**config.mk**
```make
export PLATFORM = sky130hd
export DESIGN_NAME = idft_output_capture
export DESIGN_NICKNAME = d
export VERILOG_FILES = /design/src/rtl/idft_cap_pkg.sv /design/src/rtl/idft_cap_bank.sv /design/src/rtl/idft_output_capture.sv
export SDC_FILE = /design/constraint.sdc
export NUM_CORES = 2
export LEC_CHECK = 0
export CAP_MARGIN = 30
export CORE_UTILIZATION = 56
export CTS_CLUSTER_SIZE = 12
export DETAILED_ROUTE_END_ITERATION = 7
export PLACE_DENSITY = 0.76
export SYNTH_ARGS = -nofsm -noshare
export SYNTH_HDL_FRONTEND = slang
export SYNTH_SLANG_ARGS = --single-unit
```
**constraint.sdc**
```tcl
create_clock -name clk -period 5.8 [get_ports clk]
set_input_delay 0.58 -clock clk [delete_from_list [all_inputs] [get_ports clk]]
set_output_delay 0.58 -clock clk [all_outputs]
set_load 0.01 [all_outputs]
```
**src/rtl/idft_cap_pkg.sv**
```systemverilog
// Shared defaults and types for the IDFT output capture stage.
package idft_cap_pkg;
  localparam int unsigned WORD_W       = 16;
  localparam int unsigned LANES        = 4;
  localparam int unsigned FRAME_CYCLES = 16;

  typedef enum logic [1:0] {
    IDLE    = 2'd0,
    CAPTURE = 2'd1,
    DROP    = 2'd2
  } cap_state_e;

  typedef logic [LANES*WORD_W-1:0] beat_t;
endpackage

```
**src/rtl/idft_cap_bank.sv**
```systemverilog
// One frame store: synchronous write port, combinational read port.
module idft_cap_bank #(
  parameter int unsigned WIDTH = idft_cap_pkg::LANES * idft_cap_pkg::WORD_W,
  parameter int unsigned DEPTH = idft_cap_pkg::FRAME_CYCLES,
  localparam int unsigned IDX_W = $clog2(DEPTH)
) (
  input  logic             clk,
  input  logic             wr_en,
  input  logic [IDX_W-1:0] wr_idx,
  input  logic [WIDTH-1:0] wr_data,
  input  logic [IDX_W-1:0] rd_idx,
  output logic [WIDTH-1:0] rd_data
);
  logic [WIDTH-1:0] mem [DEPTH];

  // Contents are intentionally not reset.
  always_ff @(posedge clk) begin
    if (wr_en) mem[wr_idx] <= wr_data;
  end

  assign rd_data = mem[rd_idx];
endmodule

```
**src/rtl/idft_output_capture.sv**
```systemverilog
// Captures IDFT output frames into a ping-pong buffer and replays them
// in capture order on a valid/ready stream; drops and errors are flagged.
module idft_output_capture #(
  parameter int unsigned WORD_W       = idft_cap_pkg::WORD_W,
  parameter int unsigned LANES        = idft_cap_pkg::LANES,
  parameter int unsigned FRAME_CYCLES = idft_cap_pkg::FRAME_CYCLES
) (
  input  logic                    clk,
  input  logic                    reset,
  input  logic                    next_out,
  input  logic [WORD_W-1:0]       Y0,
  input  logic [WORD_W-1:0]       Y1,
  input  logic [WORD_W-1:0]       Y2,
  input  logic [WORD_W-1:0]       Y3,
  output logic                    m_valid,
  input  logic                    m_ready,
  output logic [LANES*WORD_W-1:0] m_data,
  output logic                    m_last,
  input  logic                    clear_flags,
  output logic                    overflow,
  output logic                    protocol_err,
  output logic [7:0]              frames_dropped
);
  import idft_cap_pkg::*;

  localparam int unsigned BEAT_W = LANES * WORD_W;
  localparam int unsigned IDX_W  = $clog2(FRAME_CYCLES);
  localparam logic [IDX_W-1:0] LAST_IDX = IDX_W'(FRAME_CYCLES - 1);

  cap_state_e       state_q, state_d;
  logic [IDX_W-1:0] wr_idx_q, wr_idx_d;
  logic             wr_bank_q, wr_bank_d;
  logic [IDX_W-1:0] rd_idx_q;
  logic             rd_bank_q, rd_bank_d;
  logic [1:0]       full_q, full_d;
  logic             overflow_q, protocol_err_q;
  logic [7:0]       drop_cnt_q;

  logic             push, drop_ev, err_ev, frame_end, rd_fire, rd_done;
  logic [1:0]       free_c, full_after_free;
  logic [BEAT_W-1:0] bank_rd [2];

  for (genvar i = 0; i < 2; i++) begin : g_bank
    idft_cap_bank #(.WIDTH(BEAT_W), .DEPTH(FRAME_CYCLES)) u_bank (
      .clk     (clk),
      .wr_en   ((state_q == CAPTURE) && (wr_bank_q == 1'(i))),
      .wr_idx  (wr_idx_q),
      .wr_data ({Y3, Y2, Y1, Y0}),
      .rd_idx  (rd_idx_q),
      .rd_data (bank_rd[i])
    );
  end

  assign m_valid        = full_q[rd_bank_q];
  assign m_last         = m_valid && (rd_idx_q == LAST_IDX);
  assign m_data         = m_valid ? bank_rd[rd_bank_q] : '0;
  assign rd_fire        = m_valid && m_ready;
  assign rd_done        = rd_fire && (rd_idx_q == LAST_IDX);
  assign frame_end      = (state_q != IDLE) && (wr_idx_q == LAST_IDX);
  assign overflow       = overflow_q;
  assign protocol_err   = protocol_err_q;
  assign frames_dropped = drop_cnt_q;

  // Capture FSM; a strobe on the final frame cycle restarts with no bubble.
  always_comb begin
    state_d         = state_q;
    wr_idx_d        = wr_idx_q;
    wr_bank_d       = wr_bank_q;
    push            = 1'b0;
    drop_ev         = 1'b0;
    err_ev          = 1'b0;
    full_d          = full_q;
    rd_bank_d       = rd_bank_q;
    free_c          = 2'b00;
    full_after_free = 2'b00;

    case (state_q)
      CAPTURE, DROP: begin
        wr_idx_d = wr_idx_q + IDX_W'(1);
        if (frame_end) begin
          wr_idx_d = '0;
          state_d  = IDLE;
          push     = (state_q == CAPTURE);
        end else if (next_out) begin
          err_ev = 1'b1;
        end
      end
      default: ;
    endcase

    // A bank freed this cycle is reusable; one being filled this cycle is not.
    free_c = ~full_q & ~(push ? (2'b01 << wr_bank_q) : 2'b00);
    if (rd_done) free_c = free_c | (2'b01 << rd_bank_q);

    if (next_out && ((state_q == IDLE) || frame_end)) begin
      wr_idx_d = '0;
      if (free_c != 2'b00) begin
        state_d   = CAPTURE;
        wr_bank_d = ~free_c[0];
      end else begin
        state_d = DROP;
        drop_ev = 1'b1;
      end
    end

    // rd_bank always points at the oldest full bank.
    full_after_free = full_q & ~(rd_done ? (2'b01 << rd_bank_q) : 2'b00);
    full_d          = full_after_free | (push ? (2'b01 << wr_bank_q) : 2'b00);
    if (push && (full_after_free == 2'b00)) rd_bank_d = wr_bank_q;
    else if (rd_done)                       rd_bank_d = ~rd_bank_q;
  end

  always_ff @(posedge clk) begin
    if (reset) begin
      state_q   <= IDLE;
      wr_idx_q  <= '0;
      wr_bank_q <= 1'b0;
      rd_idx_q  <= '0;
      rd_bank_q <= 1'b0;
      full_q    <= 2'b00;
    end else begin
      state_q   <= state_d;
      wr_idx_q  <= wr_idx_d;
      wr_bank_q <= wr_bank_d;
      rd_bank_q <= rd_bank_d;
      full_q    <= full_d;
      if (rd_fire) rd_idx_q <= rd_done ? '0 : rd_idx_q + IDX_W'(1);
    end
  end

  // Sticky flags; a coincident event beats clear_flags.
  always_ff @(posedge clk) begin
    if (reset) begin
      overflow_q     <= 1'b0;
      protocol_err_q <= 1'b0;
      drop_cnt_q     <= 8'd0;
    end else begin
      if (drop_ev)          overflow_q <= 1'b1;
      else if (clear_flags) overflow_q <= 1'b0;
      if (err_ev)           protocol_err_q <= 1'b1;
      else if (clear_flags) protocol_err_q <= 1'b0;
      if (drop_ev) begin
        if (clear_flags)               drop_cnt_q <= 8'd1;
        else if (drop_cnt_q != 8'hFF)  drop_cnt_q <= drop_cnt_q + 8'd1;
      end else if (clear_flags) begin
        drop_cnt_q <= 8'd0;
      end
    end
  end
endmodule

```
* Word level (Yosys, flattened, before mapping)
Memory sizes are Yosys's and may differ from the RTL's. A register that Yosys moved wholly into a read port is not among the register bits. Index checks and enable logic that the tools add are counted. W data, S select, Z words.
Storage, ports and cells: RAM bits 2048, logic and storage cells 97, register bits after elaboration 24, output and inout bits 76, input port bits 69, memories 2
Operators by class: muxes and demuxes 39, shift operators 2, bitwise logic cells 11, $lt $le $gt $ge 2, add/subtract/negate cells 3, reductions and logical operators 24, equal/unequal tests 5
Memory list:
- g_bank[0].u_bank.mem | words 16, bits a word 64, rd ports 1, clocked after Yosys merged registers in 1, wr ports 1, line idft_cap_bank.sv:14 | logic [WIDTH-1:0] mem [DEPTH];
- g_bank[1].u_bank.mem | words 16, bits a word 64, rd ports 1, clocked after Yosys merged registers in 1, wr ports 1, line idft_cap_bank.sv:14
Operators by type and width (count):
- $mux W64 | 4
- $mux W8 | 4
- $mux W4 | 6
- $mux W1 | 18
- $reduce_bool A2 Y1 | 8
- $mux W2 | 7
- $add A4 B1 Y4 const B | 2
- $add A8 B1 Y8 const B | 1
- $eq A4 B4 Y1 const B | 2
- $logic_and A1 B1 Y1 | 8
- $ne A8 B8 Y1 const B | 1
- $not A2 Y2 | 3
- $reduce_and A2 Y1 | 3
- $and A2 B2 Y2 | 2
- $logic_not A2 Y1 | 2
- $or A2 B2 Y2 | 2
- $reduce_or A2 Y1 | 2
- $shl A1 B1 Y2 const A | 2
- $not A1 Y1 | 3
- $eq A2 B1 Y1 const B | 1
- $eq A2 B2 Y1 const B | 1
- $ge A2 B2 Y1 const B | 1
- $lt A1 B2 Y1 const B | 1
- $not A1 Y2 | 1
- $logic_or A1 B1 Y1 | 1

* Depth between registers and ports, before layout
depth after elaboration 14, depth in mapped cells 10, gate-level depth less buffers 7

* Modules after synthesis
From an unflattened synthesis, not the netlist that was laid out.
Unflattened totals: cells, all modules 3457, area total of the unflattened synthesis 78808.1 um^2
Modules (own cells, without submodules):
- idft_cap_bank | cells each 1583, times used 2, seq. area each 30749.5 um^2, area an instance 38300.5 um^2
- idft_output_capture | cells each 291, times used 1, seq. area each 480.5 um^2, area an instance 2207.1 um^2

* Least setup slack after synthesis
No wires, ideal clock.
path kind register to register, from reg state_q[1], to mem g_bank[0].u_bank.mem[2][0] (netlist bit) (enable), data arrival time 5.221 ns, slack 0.014 ns, stages on the path, launching flop included 6, path buffers 0, clock period less this slack 5.786 ns, setup time 0.565 ns, data required time 5.235 ns, cell sequence dfxtp_1 inv_1 ha_1 nor2b_1 nand2_1 nor3_1
Between the ends: cells in the longest elaborated chain, start to end 4
RTL lines:
- start: declaration | line idft_output_capture.sv:30 | cap_state_e state_q, state_d;
- start signal: assignment | line idft_output_capture.sv:122 | state_q <= state_d;
- $eq A2 B1 Y1 | line idft_output_capture.sv:46 | .wr_en ((state_q == CAPTURE) && (wr_bank_q == 1'(i))),
- $logic_and A1 B1 Y1 | line idft_output_capture.sv:46
- $mux W1 | line idft_cap_bank.sv:18 | if (wr_en) mem[wr_idx] <= wr_data;
- $mux W1 (implied by the code) | line idft_cap_bank.sv:18
- end: declaration | line idft_cap_bank.sv:14
No other way between the ends.

==> impl_metrics.json <==
{
  "outcome": "finished clean",
  "power.leakage_nw": 26.5,
  "post-synth-top-area-cell": "sky130_fd_sc_hd__edfxtp_1",
  "antenna_found_initial": 12,
  "worst_setup_hold_path_clk_slew_ns": 0.06,
  "pin_count": 145,
  "rows": 137,
  "post-route-min-period_ns": 4.92,
  "critical_path_arrival_ns": 4.34,
  "count_of_mapped_cells_out_of_synthesis": 3414,
  "synth.most_common_cell": "sky130_fd_sc_hd__edfxtp_1",
  "syn_area_per_cell_um2": 23.3,
  "critPathKind": "reg -> out",
  "share_of_layout_cells_above_drive_strength_1_pct": 23.8,
  "ctsHoldBuffers": 0,
  "die_x_um": 379,
  "postSynthNetCount": 3491,
  "yosys_most_used_dff": "sky130_fd_sc_hd__edfxtp_1",
  "timing.critical_path.fanout_max": 45,
  "totalPowerFinal_mw": 28.6,
  "detailedRoute.firstIterationViolations": 5143,
  "tightestPinTransition_ns": 1.14,
  "crit_required_ns": 5.22,
  "worstHoldPathType": "in -> reg",
  "global_route_wire_length_before_repair_mm": 272,
  "cts.sinks": 2076,
  "start_kind": "register",
  "core_area_um2": 140000,
  "initial_utilization_pct": 56.7,
  "detail-route-antenna-nets": 0,
  "clock-skew-final_ns": 0.0232,
  "io_buffers": 144,
  "drt-vias-per-instance": 6.76,
  "design.die.area_um2": 143000,
  "flow.area_growth_from_synthesis_pct": 12.5,
  "die_height_um": 379,
  "pwr_density_cell_nw_per_um2": 320,
  "finalCritPeriodShare_pct": 84.8,
  "rsz0062_at_grt": "no",
  "final-hold-violation-count": 0,
  "dpl.hpwl_mm": 96.1,
  "critical-path-top-cell-by-count": "sky130_fd_sc_hd__mux4_2",
  "fmax_mhz": 203,
  "first_global_vias": 38574,
  "post-route-drc-count": 0,
  "synth_top_family_by_area": "multiplexers",
  "resize_count_post_cts": 0,
  "detailroute.via_count": 38264,
  "async_reset_ff_share_pct": 0,
  "mappedNetlistArea_um2": 79400,
  "global_route.overflow_total": 0,
  "drv_slew": 0,
  "yosys-mux-area-fraction_pct": 17.0,
  "globalRouteTotalUtil_pct": 27.1,
  "grt_max_degree": 90,
  "synth_commonest_cells": "2048 x sky130_fd_sc_hd__edfxtp_1, 512 x sky130_fd_sc_hd__mux4_2, 179 x sky130_fd_sc_hd__mux2i_1, 94 x sky130_fd_sc_hd__o22ai_1, 63 x sky130_fd_sc_hd__clkbuf_1",
  "timing.critical_path.slowest_stage_cell": "sky130_fd_sc_hd__dfxtp_4",
  "source_to_sink_clock_delay_at_the_later_pin_of_the_worst_skew_pair_ns": 0.81,
  "fin_tns_setup_ns": 0,
  "path_delay_family": "buffers and inverters",
  "largest_cells_by_area_after_synthesis": "sky130_fd_sc_hd__edfxtp_1 77%, sky130_fd_sc_hd__mux4_2 15%, sky130_fd_sc_hd__mux2i_1 2.3%",
  "postSynthRegisterBits": 2076,
  "path_buf_inv": 2,
  "final-setup-viol-count": 0,
  "synth_top_cell_area_share_pct": 77.5,
  "endpoint_kind": "primary output",
  "postCtsSetupBuffers": 0,
  "peakVddDrop_v": 0.000257,
  "detail_route.wl_per_cell_um": 33.9,
  "cts_max_path_buffers": 3,
  "ctsRootBufferMaster": "sky130_fd_sc_hd__clkbuf_16",
  "ys.warnings.count": 0,
  "tritoncts_clock_tree": "done",
  "place.gp.congestion": 0.753,
  "yosys.area_share.adder_pct": 0.126,
  "routed_wl_mm": 192,
  "simple_gate_share_of_the_synthesized_area_pct": 1.55,
  "synth_cell_type_count": 54,
  "nNetsFinal": 3764,
  "critPathMaxStageDelay_ns": 0.95,
  "synth-edff-count": 2048,
  "timing.max_cap.violations": 0,
  "synth_compound_area_share_pct": 1.82,
  "crit_chain": "buf_12, mux4_2, mux4_2, nor2b_1, a211oi_1, clkdlybuf4s50_1",
  "h-tree-depth": 4,
  "synthXorXnorAreaFrac_pct": 0.0221,
  "tightest_slew_margin_relative_to_the_limit_pct": 24.0,
  "numCtsBuffers": 200,
  "post_layout_nonfiller_instances": 5662,
  "whs_ns": 0.409,
  "placed_cells_incl_taps": 5347,
  "layout.core_utilization_pct": 63.8,
  "drt_pre_antenna_iters": 5,
  "synth.yosys.seq_area_share_pct": 78.2
}
[metal layers]
metal | vias up | share of wire [%] | track usage, %
met3 | 374 | 12 | 6.74
met1 | 20217 | 37 | 37.6
met4 | 18 | 2.6 | 8.65
li1 | 15095 | - | -
met5 | - | 0.061 | 0
met2 | 2560 | 49 | 42.7
[cell type report]
class	count	area, um2
tap	1876	2350
sequential	2076	62100
timing repair buffer	244	2840
fill	8869	50700
inverter	8	30.0
multi-input combinational	1157	16400
clock buffer	261	5340
clock inverter	38	262
antenna	2	5.00
[placed cells by master, fill, tap and decap left out, types with 17 or more instances in the layout]
master,n
sky130_fd_sc_hd__edfxtp_1,2048
sky130_fd_sc_hd__or2_1,36
sky130_fd_sc_hd__o22ai_1,94
sky130_fd_sc_hd__clkinv_1,19
sky130_fd_sc_hd__and2_4,27
sky130_fd_sc_hd__o21ai_0,18
sky130_fd_sc_hd__nand2_1,27
sky130_fd_sc_hd__a21oi_1,17
sky130_fd_sc_hd__buf_16,17
sky130_fd_sc_hd__dfxtp_1,24
sky130_fd_sc_hd__buf_12,17
sky130_fd_sc_hd__nor2_1,41
sky130_fd_sc_hd__clkdlybuf4s50_1,144
sky130_fd_sc_hd__mux4_2,512
sky130_fd_sc_hd__mux2i_1,179
sky130_fd_sc_hd__buf_4,59
sky130_fd_sc_hd__nor3_1,18
sky130_fd_sc_hd__clkbuf_1,56
sky130_fd_sc_hd__clkbuf_16,210
sky130_fd_sc_hd__a221oi_1,20
[state kept, by name, summed over array words and instances (netlist names), named ones only]
register,cells
frames_dropped,8
full_q,2
g_bank.u_bank.mem,2048
overflow,1
protocol_err,1
rd_bank_q,1
rd_idx_q,4
state_q,2
wr_bank_q,1
wr_idx_q,4
[worst paths after layout]
| path | from | end | slack, ns | cells past startpoint |
|---|---|---|---|---|
| max | register | m_data[13] | 0.88 | 6 |
| min | next_out | protocol_err | 0.41 | 3 |
| max reg2reg | state_q[0] | g_bank[0].u_bank.mem[6][30] | 2.57 | 5 |
| min reg2reg | overflow | overflow | 0.49 | 2 |
[logic make-up (layout without fill, tap and decap cells)]
family          count (synthesis)  in the layout
flops                        2076           2076
other cells                     0              2
xor+xnor                        2              2
mux                           707            707
simple gates                  229            229
compound gates                211            211
fa+ha+maj                       8              8
buf+inv                       181            551
[per-stage QoR]
| stage | cell area (um2) | setup slack (ns) |
|---|---|---|
| finish | 89300 | 0.883 |
| global route | 89300 | 0.679 |
| CTS | 89000 | 0.856 |
| detailed placement | 83400 | 1.76 |
| global placement | 83100 | 1.76 |
| floorplan | 79400 | 0.0140 |
[power breakdown]
part | switching [mW] | internal (mW) | total [mW]
clock network | 5.24 | 6.42 | 11.7
logic | 0.286 | 0.110 | 0.397
registers | 0.0157 | 16.5 | 16.6
[worst register-to-register path: stages, from the launching register on]
cell and delay [ns]:
sky130_fd_sc_hd__dfxtp_1 0.37, sky130_fd_sc_hd__ha_1 0.32, sky130_fd_sc_hd__nand2_1 0.17, sky130_fd_sc_hd__nor3_1 0.35, sky130_fd_sc_hd__and2_4 0.85, sky130_fd_sc_hd__buf_4 0.78
No activity file was read; power rests on OpenSTA's default activity.
